### src/rtl/mp_addsub_seq_pkg.sv
// Shared types, defaults and helpers for the multi-precision add/sub sequencer.
package mp_addsub_pkg;

  // Default word width and maximum word count
  localparam int unsigned M_DEF    = 32;
  localparam int unsigned MAXW_DEF = 8;

  // Sequencer states
  typedef enum logic [1:0] {
    IDLE = 2'd0,
    RUN  = 2'd1,
    FIN  = 2'd2
  } state_t;

  // Clamp a requested word count to the supported maximum
  function automatic int unsigned sat_nwords(input int unsigned n, input int unsigned maxw);
    return (n > maxw) ? maxw : n;
  endfunction

endpackage

### src/rtl/mp_addsub_seq_if.sv
// Front-end bus of the sequencer: command, operand stream, result stream and flags.
interface mp_addsub_seq_if #(
  parameter int unsigned M    = mp_addsub_pkg::M_DEF,
  parameter int unsigned MAXW = mp_addsub_pkg::MAXW_DEF
);
  localparam int unsigned CW = $clog2(MAXW + 1);

  // Command
  logic          start;
  logic          sub;
  logic [CW-1:0] nwords;
  logic          busy;
  // Operand stream
  logic          in_valid;
  logic          in_ready;
  logic [M-1:0]  x;
  logic [M-1:0]  y;
  // Result stream
  logic          out_valid;
  logic          out_ready;
  logic [M-1:0]  out;
  logic          out_last;
  // Completion and flags
  logic          done;
  logic          cout;
  logic          v;
  logic          zero;

  modport master (
    output start, sub, nwords, in_valid, x, y, out_ready,
    input  busy, in_ready, out_valid, out, out_last, done, cout, v, zero
  );

  modport slave (
    input  start, sub, nwords, in_valid, x, y, out_ready,
    output busy, in_ready, out_valid, out, out_last, done, cout, v, zero
  );

endinterface

### src/rtl/mp_addsub_seq_cla.sv
// M-bit carry-lookahead adder/subtractor built from 4-bit lookahead groups.
// cin/cout are borrow-sense when sub = 1, so chaining cout -> cin works in both modes.
module claAddSub32Pow4 #(
  parameter int unsigned M = 32
) (
  input  logic [M-1:0] x,
  input  logic [M-1:0] y,
  input  logic         sub,
  input  logic         cin,
  output logic [M-1:0] sum,
  output logic         cout,
  output logic         v,
  output logic         g,
  output logic         p
);
  localparam int unsigned NG = M / 4;

  logic [M-1:0]  yy;
  logic [M-1:0]  bg;
  logic [M-1:0]  bp;
  logic [M:0]    c;
  logic [NG-1:0] gg;
  logic [NG-1:0] gp;

  assign yy = y ^ {M{sub}};
  assign bg = x & yy;
  assign bp = x ^ yy;

  // In-group lookahead carries, group generate/propagate rippled between groups
  always_comb begin
    c    = '0;
    gg   = '0;
    gp   = '0;
    // Internal carry-in is inverted for subtraction (borrow 0 == carry 1)
    c[0] = cin ^ sub;
    for (int k = 0; k < NG; k++) begin
      c[4*k+1] = bg[4*k] | (bp[4*k] & c[4*k]);
      c[4*k+2] = bg[4*k+1] | (bp[4*k+1] & bg[4*k]) | (bp[4*k+1] & bp[4*k] & c[4*k]);
      c[4*k+3] = bg[4*k+2] | (bp[4*k+2] & bg[4*k+1]) | (bp[4*k+2] & bp[4*k+1] & bg[4*k])
               | (bp[4*k+2] & bp[4*k+1] & bp[4*k] & c[4*k]);
      gg[k] = bg[4*k+3] | (bp[4*k+3] & bg[4*k+2]) | (bp[4*k+3] & bp[4*k+2] & bg[4*k+1])
            | (bp[4*k+3] & bp[4*k+2] & bp[4*k+1] & bg[4*k]);
      gp[k] = bp[4*k+3] & bp[4*k+2] & bp[4*k+1] & bp[4*k];
      c[4*k+4] = gg[k] | (gp[k] & c[4*k]);
    end
  end

  // Whole-word generate/propagate for use by an outer lookahead level
  always_comb begin
    g = 1'b0;
    p = 1'b1;
    for (int k = 0; k < NG; k++) begin
      g = gg[k] | (gp[k] & g);
      p = p & gp[k];
    end
  end

  assign sum  = bp ^ c[M-1:0];
  assign cout = c[M] ^ sub;
  assign v    = c[M] ^ c[M-1];

endmodule

### src/rtl/mp_addsub_seq.sv
// Multi-precision add/subtract sequencer: streams words LS-first through one M-bit
// adder, carrying the inter-word carry/borrow in a register.
module mp_addsub_seq
  import mp_addsub_pkg::*;
#(
  parameter int unsigned M    = M_DEF,
  parameter int unsigned MAXW = MAXW_DEF
) (
  input logic              clk,
  input logic              rst,
  mp_addsub_seq_if.slave   bus
);
  localparam int unsigned CW = $clog2(MAXW + 1);

  state_t        state_q, state_d;
  logic          sub_q;
  logic [CW-1:0] n_q;
  logic [CW-1:0] issued_q;
  logic          c_q;
  logic          zacc_q;
  logic [M-1:0]  out_q;
  logic          out_valid_q;
  logic          out_last_q;
  logic          cout_q;
  logic          v_q;
  logic          zero_q;

  logic          start_acc;
  logic          in_ready;
  logic          in_hs;
  logic          out_hs;
  logic          is_last;
  logic [M-1:0]  add_sum;
  logic          add_cout;
  logic          add_v;
  logic          sum_zero;

  claAddSub32Pow4 #(.M(M)) u_cla (
    .x    (bus.x),
    .y    (bus.y),
    .sub  (sub_q),
    .cin  (c_q),
    .sum  (add_sum),
    .cout (add_cout),
    .v    (add_v),
    .g    (),
    .p    ()
  );

  // Handshake and word-position decode
  always_comb begin
    start_acc = (state_q == IDLE) && bus.start;
    // Single output register: accept only if it is empty or draining this cycle
    in_ready  = (state_q == RUN) && (issued_q < n_q) && (!out_valid_q || bus.out_ready);
    in_hs     = bus.in_valid && in_ready;
    out_hs    = out_valid_q && bus.out_ready;
    is_last   = ((issued_q + CW'(1)) == n_q);
    sum_zero  = (add_sum == '0);
  end

  // Next-state logic
  always_comb begin
    state_d = state_q;
    unique case (state_q)
      IDLE: begin
        if (bus.start) begin
          state_d = (bus.nwords == '0) ? FIN : RUN;
        end
      end
      RUN: begin
        if (out_hs && out_last_q) begin
          state_d = FIN;
        end
      end
      FIN:     state_d = IDLE;
      default: state_d = IDLE;
    endcase
  end

  // State register
  always_ff @(posedge clk or posedge rst) begin
    if (rst) begin
      state_q <= IDLE;
    end else begin
      state_q <= state_d;
    end
  end

  // Command capture, carry chain, word counter and flag accumulation
  always_ff @(posedge clk or posedge rst) begin
    if (rst) begin
      sub_q    <= 1'b0;
      n_q      <= '0;
      issued_q <= '0;
      c_q      <= 1'b0;
      zacc_q   <= 1'b0;
      cout_q   <= 1'b0;
      v_q      <= 1'b0;
      zero_q   <= 1'b0;
    end else if (start_acc) begin
      sub_q    <= bus.sub;
      n_q      <= CW'(sat_nwords(32'(bus.nwords), MAXW));
      issued_q <= '0;
      c_q      <= 1'b0;
      zacc_q   <= 1'b1;
      cout_q   <= 1'b0;
      v_q      <= 1'b0;
      // An empty operation is trivially all-zero
      zero_q   <= (bus.nwords == '0);
    end else if (in_hs) begin
      issued_q <= issued_q + CW'(1);
      c_q      <= add_cout;
      zacc_q   <= zacc_q & sum_zero;
      if (is_last) begin
        cout_q <= add_cout;
        v_q    <= add_v;
        zero_q <= zacc_q & sum_zero;
      end
    end
  end

  // Result output register; a load in the drain cycle keeps it full
  always_ff @(posedge clk or posedge rst) begin
    if (rst) begin
      out_q       <= '0;
      out_valid_q <= 1'b0;
      out_last_q  <= 1'b0;
    end else if (in_hs) begin
      out_q       <= add_sum;
      out_valid_q <= 1'b1;
      out_last_q  <= is_last;
    end else if (out_hs) begin
      out_valid_q <= 1'b0;
      out_last_q  <= 1'b0;
    end
  end

  assign bus.busy      = (state_q != IDLE) && (state_q != FIN);
  assign bus.in_ready  = in_ready;
  assign bus.out_valid = out_valid_q;
  assign bus.out       = out_q;
  assign bus.out_last  = out_last_q;
  assign bus.done      = (state_q == FIN);
  assign bus.cout      = cout_q;
  assign bus.v         = v_q;
  assign bus.zero      = zero_q;

endmodule

### src/flat_wrapper.sv
// flat-port wrapper written by rule: the top's interface ports become plain ports
module mp_addsub_seq_flat import mp_addsub_pkg::*;
#(
  parameter int unsigned M    = M_DEF,
  parameter int unsigned MAXW = MAXW_DEF
)
  (clk, rst, bus_start, bus_sub, bus_nwords, bus_in_valid, bus_x, bus_y, bus_out_ready, bus_busy, bus_in_ready, bus_out_valid, bus_out, bus_out_last, bus_done, bus_cout, bus_v, bus_zero);
  mp_addsub_seq_if #(.M(M), .MAXW(MAXW)) bus_i ();
  input logic clk;
  input logic rst;
  input wire logic [$bits(bus_i.start)-1:0] bus_start;
  input wire logic [$bits(bus_i.sub)-1:0] bus_sub;
  input wire logic [$bits(bus_i.nwords)-1:0] bus_nwords;
  input wire logic [$bits(bus_i.in_valid)-1:0] bus_in_valid;
  input wire logic [$bits(bus_i.x)-1:0] bus_x;
  input wire logic [$bits(bus_i.y)-1:0] bus_y;
  input wire logic [$bits(bus_i.out_ready)-1:0] bus_out_ready;
  output wire logic [$bits(bus_i.busy)-1:0] bus_busy;
  output wire logic [$bits(bus_i.in_ready)-1:0] bus_in_ready;
  output wire logic [$bits(bus_i.out_valid)-1:0] bus_out_valid;
  output wire logic [$bits(bus_i.out)-1:0] bus_out;
  output wire logic [$bits(bus_i.out_last)-1:0] bus_out_last;
  output wire logic [$bits(bus_i.done)-1:0] bus_done;
  output wire logic [$bits(bus_i.cout)-1:0] bus_cout;
  output wire logic [$bits(bus_i.v)-1:0] bus_v;
  output wire logic [$bits(bus_i.zero)-1:0] bus_zero;
  assign bus_i.start = bus_start;
  assign bus_i.sub = bus_sub;
  assign bus_i.nwords = bus_nwords;
  assign bus_i.in_valid = bus_in_valid;
  assign bus_i.x = bus_x;
  assign bus_i.y = bus_y;
  assign bus_i.out_ready = bus_out_ready;
  assign bus_busy = bus_i.busy;
  assign bus_in_ready = bus_i.in_ready;
  assign bus_out_valid = bus_i.out_valid;
  assign bus_out = bus_i.out;
  assign bus_out_last = bus_i.out_last;
  assign bus_done = bus_i.done;
  assign bus_cout = bus_i.cout;
  assign bus_v = bus_i.v;
  assign bus_zero = bus_i.zero;
  mp_addsub_seq #(.M(M), .MAXW(MAXW)) u_core (.clk(clk), .rst(rst), .bus(bus_i));
endmodule
### config.mk
export PLATFORM = sky130hd
export DESIGN_NAME = mp_addsub_seq_flat
export DESIGN_NICKNAME = d
export VERILOG_FILES = /design/src/rtl/mp_addsub_seq_pkg.sv /design/src/rtl/mp_addsub_seq_if.sv /design/src/rtl/mp_addsub_seq_cla.sv /design/src/rtl/mp_addsub_seq.sv /design/src/flat_wrapper.sv
export SDC_FILE = /design/constraint.sdc
export NUM_CORES = 1
export LEC_CHECK = 0
export CAP_MARGIN = 20
export CORE_ASPECT_RATIO = 0.6
export CORE_UTILIZATION = 40
export CTS_CLUSTER_SIZE = 8
export DETAILED_ROUTE_END_ITERATION = 8
export GPL_ROUTABILITY_DRIVEN = 0
export PLACE_DENSITY = 0.68
export SLEW_MARGIN = 40
export SYNTH_ARGS = -nofsm -noshare
export SYNTH_HDL_FRONTEND = slang
export SYNTH_SLANG_ARGS = --single-unit
### constraint.sdc
create_clock -name clk -period 7.1 [get_ports clk]
set_input_delay 1.065 -clock clk [delete_from_list [all_inputs] [get_ports clk]]
set_output_delay 1.065 -clock clk [all_outputs]
set_load 0.02 [all_outputs]
# After elaboration in Yosys (flattened, before gate mapping)
# Index checks and enable logic that the tools add are counted.
dict set report totals {
  register_bits 50
}
dict set report op_classes {
  n_addsub 1
  order_cmp 2
  eq_ne 6
  mux 23
  n_bitwise 216
  n_reduce_logical 18
}
# cell n
set op_table {}
lappend op_table {{1-bit AND} 129}
lappend op_table {{32-bit bitwise XOR} 3}
lappend op_table {{1-bit OR} 80}
lappend op_table {{32-bit AND} 1}
lappend op_table {{32-bit logical NOT} 1}
lappend op_table {{1-bit two-way mux} 16}
lappend op_table {{4-bit two-way mux} 3}
lappend op_table {{2-bit nonzero test} 4}
lappend op_table {{1-bit logical AND} 7}
lappend op_table {{2-bit two-way mux} 3}
lappend op_table {{2-bit != test, second input constant} 3}
lappend op_table {{4-bit by 1-bit adder with 4-bit output, second input constant} 1}
lappend op_table {{4-bit equality test} 1}
lappend op_table {{4-bit greater-than comparator, second input constant} 1}
lappend op_table {{4-bit logical NOT} 1}
lappend op_table {{4-bit less-than comparator} 1}
lappend op_table {{2-bit case mux with 2 select lines} 1}
lappend op_table {{2-bit AND reduction} 2}
lappend op_table {{1-bit bitwise XOR} 3}
lappend op_table {{2-bit by 1-bit equality test with 1-bit output, second input constant} 1}
lappend op_table {{2-bit equality test, second input constant} 1}
lappend op_table {{2-bit logical NOT} 1}
lappend op_table {{1-bit logical NOT} 1}
lappend op_table {{1-bit logical OR} 1}

# Longest topological paths before layout
dict set report logic_depth {
  word_depth 27
  mapped_depth 21
  ltp_nobuf 18
}

# Hierarchy
# A second synthesis with hierarchy kept.
dict set report unflattened {
  hier_cells 424
  hier_area_um2 4115.2
}
# mod n_inst cells_each area_per_inst_um2
set modules_own_cells {}
lappend modules_own_cells {mp_addsub_seq 1 183 2262.2}
lappend modules_own_cells {claAddSub32Pow4 1 241 1853.0}

# Least setup slack after synthesis
# No wires, ideal clock.
dict set report synth_timing {
  path_type {input to register}
  startpoint {input port bus_y[13]}
  endpoint {register u_core.zacc_q}
  setup_ns 0.092
  arrival_time_ns 4.617
  t_required_ns 7.008
  setup_slack_ns 2.391
  cell_stages 18
  cell_sequence {xor2_1 ha_1 a21o_1 a221o_1 a221oi_4 o211ai_2 a21oi_1 nand2_1 o21ai_0 fa_1 xor2_1 nand4_1 nor4_1 nand4_1 a2111oi_0 and4_1 o211ai_1 o31ai_2}
}
dict set report synth_between {
  elab_chain_cells 19
  word_cells_on_any_way 59
  classes_between {mux (2); bitwise (56); reduce/logical (1)}
}
# element line
set synth_lines {}
lappend synth_lines {{start, declared} flat_wrapper.sv:16} ;# input wire logic [$bits(bus_i.y)-1:0] bus_y;
lappend synth_lines {{32-bit bitwise XOR (*)} mp_addsub_seq_cla.sv:25} ;# assign yy = y ^ {M{sub}};
lappend synth_lines {{32-bit AND / 32-bit bitwise XOR (equally long branches)} {mp_addsub_seq_cla.sv:26, mp_addsub_seq_cla.sv:27}}
lappend synth_lines {{1-bit AND (on tied branches)} {mp_addsub_seq_cla.sv:41, mp_addsub_seq_cla.sv:42, mp_addsub_seq_cla.sv:43}}
lappend synth_lines {{1-bit OR, or another cell as far along} mp_addsub_seq_cla.sv:41} ;# gg[k] = bg[4*k+3] | (bp[4*k+3] & bg[4*k+2]) | (bp[4*k+3] & bp[4*k+2] & bg[4*k+1])
lappend synth_lines {{1-bit OR / 1-bit AND (equally long branches)} {mp_addsub_seq_cla.sv:42, mp_addsub_seq_cla.sv:44}}
lappend synth_lines {{1-bit OR} mp_addsub_seq_cla.sv:44} ;# c[4*k+4] = gg[k] | (gp[k] & c[4*k]);
lappend synth_lines {{1-bit AND} mp_addsub_seq_cla.sv:44}
lappend synth_lines {{1-bit OR} mp_addsub_seq_cla.sv:44}
lappend synth_lines {{(+3 left out)} -}
lappend synth_lines {{1-bit OR} mp_addsub_seq_cla.sv:44}
lappend synth_lines {{1-bit AND (on tied branches)} {mp_addsub_seq_cla.sv:37, mp_addsub_seq_cla.sv:40, mp_addsub_seq_cla.sv:38}}
lappend synth_lines {{1-bit OR (on tied branches)} {mp_addsub_seq_cla.sv:37, mp_addsub_seq_cla.sv:40, mp_addsub_seq_cla.sv:38}}
lappend synth_lines {{32-bit bitwise XOR (*)} mp_addsub_seq_cla.sv:58} ;# assign sum = bp ^ c[M-1:0];
lappend synth_lines {{32-bit logical NOT (*)} mp_addsub_seq.sv:58} ;# sum_zero = (add_sum == '0);
lappend synth_lines {{1-bit AND (*)} mp_addsub_seq.sv:113} ;# zacc_q <= zacc_q & sum_zero;
lappend synth_lines {{1-bit two-way mux (*)} mp_addsub_seq.sv:110} ;# end else if (in_hs) begin
lappend synth_lines {{1-bit two-way mux (*)} mp_addsub_seq.sv:100} ;# end else if (start_acc) begin
lappend synth_lines {{end signal, assigned} mp_addsub_seq.sv:113}
lappend synth_lines {{end, declared} mp_addsub_seq.sv:20} ;# logic zacc_q;
# Every way passes the cells marked *; elsewhere a longest branch is shown, timed or not. The select of a mux whose other input is x is not followed.
# A chain may end at the register's enable or synchronous reset.

# Worst setup path after layout
# Ends and elaborated chain as after synthesis.

==> run summary <==
Status = finished, final reports clean
Clk_skew = 0.00625 ns
Global-route wire length before repair = 18800 um
Max Cap Violations = 0
Die ar. = 11000 um2
Synth Register Bits = 50
Hold Vio Cnt, Final = 0
Root Buffer = clkbuf_16
GRT Util Overall = 0.224
Crit path launch type = primary input
Worst Slack Setup Final = 1.66 ns
Hold depth = 2
Vias per cell = 5.31
Vias in the first global route = 3641
H-tree levels = 2
Hpwl dp = 9350 um
RSZ-0062 raised after global routing = false
DRC = 0
Placed Cells = 713
Post-route ant nets = 0
Crit path from = bus_y[13]
Mapped Area = 4220 um2
DRT Pass-1 Iters = 5
Post-CTS Setup Inserts = 0
Min Tclk post-route = 5.44 ns
CP Capture Type = flip-flop
Num rows = 28
Crit Path Category = in -> reg
Final slew viol count = 0
Worst R2R Path Depth = 19
Hold Path Origin = u_core.bus.out[2]
Detailed Route Iter0 Violations = 249
CTS Buf Count = 5
Most instantiated cells after synthesis = nand2_1 (58), xor2_1 (51), dfrtp_1 (50)
Power per cell area = 486 nW/um2
YS warnings = 0
Clock slew at reported path FFs = 0.07 ns
Sequential cell area fraction in the yosys report = 0.297
Core area = 10100 um2
Post-synth ARST share = 1.00
Final Cycle Share = 0.766
Synth area leaders = dfrtp_1 (30%), ha_1 (11%), xor2_1 (11%)
Hold Slack = 0.486 ns
CP Data Required Time = 7.31 ns
Antenna Cells = 0
Slew HR = 0.538
RR Startpoint = u_core.sub_q
CTS Sinks = 50
Post-synth EDFFs = 0
Syn_area_per_cell = 8.77 um2
Clock Latency Late Sink = 0.30 ns
Routed len/inst = 16.3 um
Total global routing overflow = 0
Multi-input logic area = 2780 um2
Post-cts sizing count = 0
Fraction of layout cells with a size suffix above 1 = 0.0614
# fillers = 872
I/O Pins = 114
Worst EP arrival = 5.66 ns
Crit-path max FO = 8
Max Fclk = 184 MHz
Area leader, netlist = dfrtp_1
Register area = 1250 um2
Layout Cells excl Fill = 721
Most frequent cell after synthesis = nand2_1
Worst VDD drop = 214 uV
Initial core utilization = 0.419
Via Count = 3828
Worst hold path class = reg -> reg
Mapped Nets = 600
Post-layout nets = 704
CTS Hold Buffers Added = 0
Syn Inst Count = 481
Leak Pwr = 2.48 nW
Setup TNS = 0 ns
Ys flop type = dfrtp_1
Clock Path Buffers = 2
WL final = 11800 um
Distinct cells, synth = 57
Setup WS pre-CTS = 1.33 ns
Pin count of the biggest net entering global routing = 76
Top cell type's share of synthesized area = 0.297
Port bufs = 113
CTS tree = done
Die X-Extent = 135 um
Chip Height = 81.5 um
Worst-Margin Slew = 0.693 ns
Area Overhead vs Synth = 33.6%
Setup-failing EPs final = 0
Initial antenna violation count = 0
cells in the final DEF (no fill, tap or decap), types with 4 or more instances in the layout:
master           Yosys  routed
xnor2_1              9       9
nand4_1             13      13
clkbuf_16            0       5
clkdlybuf4s50_1      0     113
ha_1                37      37
and3_1               4       4
nand2_1             58      57
dfrtp_1             50      49
xor2_1              51      51
nand2b_1             5       5
mux2_2               5       5
o21ai_0             44      44
a21oi_1             23      23
nor2b_1              7       7
nand3_1             14      14
nor3_1              13      13
inv_1               30      29
mux2i_1              6       6
nor4_1               4       4
fa_1                 8       8
a21o_1               7       7
nor2_1              22      22
nand3b_1             4       4
metrics by stage:
| stage | instance area (um2) | total power, mW | util |
|---|---|---|---|
| floorplan | 4220 | 1.81 | - |
| global placement | 5460 | 2.39 | 0.543 |
| detailed placement | 5470 | 2.43 | 0.544 |
| CTS | 5630 | 2.73 | 0.560 |
| global route | 5630 | 2.96 | 0.560 |
| finish | 5630 | 2.74 | 0.560 |
cells by family after synthesis:
kind of cell	after synthesis	synth area share
adders and majority gates	45	0.148
xor gates and xnor gates	61	0.128
DFF	50	0.297
AOI/OAI and AO/OA	110	0.174
and+or+nand+nor	156	0.181
muxes	11	0.0276
buffers and inverters	48	0.0436
area by class of cell:
class / count / share of cell area
clock inverter: 2 / 0.00666
multi-input combinational: 383 / 0.494
tap: 135 / 0.0300
inverter: 30 / 0.0204
timing repair buffer: 115 / 0.203
clock buffer: 6 / 0.0229
sequential: 50 / 0.222
registers in the layout (all words and copies together) (netlist names):
register,flops
u_core.bus.out_last,1
u_core.state_q,2
u_core.issued_q,4
u_core.bus.cout,1
u_core.bus.out_valid,1
u_core.c_q,1
u_core.bus.zero,1
u_core.zacc_q,1
u_core.n_q,4
u_core.bus.out,32
u_core.bus.v,1
u_core.sub_q,1
routing by layer:
metal | track usage | wire length [um]
met1 | 0.323 | 5830
met2 | 0.338 | 4870
met3 | 0.0623 | 1030
met4 | 0.0348 | 48
met5 | 0 | 0
worst max-delay path: stages:
cell and delay (ns):
clkdlybuf4s50_1 0.48, xor2_1 0.15, ha_1 0.29, a21o_1 0.25
a221o_1 0.39, a221oi_4 0.50, o211ai_2 0.24, a21oi_1 0.27
nand2_1 0.08, o21ai_0 0.11, fa_1 0.23, xor2_1 0.18
nand4_1 0.13, nor4_1 0.21, nand4_1 0.13, a2111oi_0 0.41
and4_1 0.25, o211ai_1 0.12, o31ai_2 0.19
power by group:
part	switching, mW	internal [mW]	leakage, nW
Combinational	1.12	0.808	1.78
Sequential	0.103	0.421	0.625
Clock	0.115	0.167	0.0771
path summary, 6_finish.rpt:
| kind | endpoint | slack [ns] |
|---|---|---|
| min | u_core.bus.out[2] | 0.49 |
| min reg2reg | u_core.bus.out[2] | 0.49 |
| min in group asynchronous | u_core.bus.out[3] | 1.21 |
| max reg2reg | u_core.zacc_q | 2.00 |
| max | u_core.zacc_q | 1.66 |
| max in group asynchronous | u_core.sub_q | 5.44 |
Note: power is estimated with default switching activity, not from simulation.
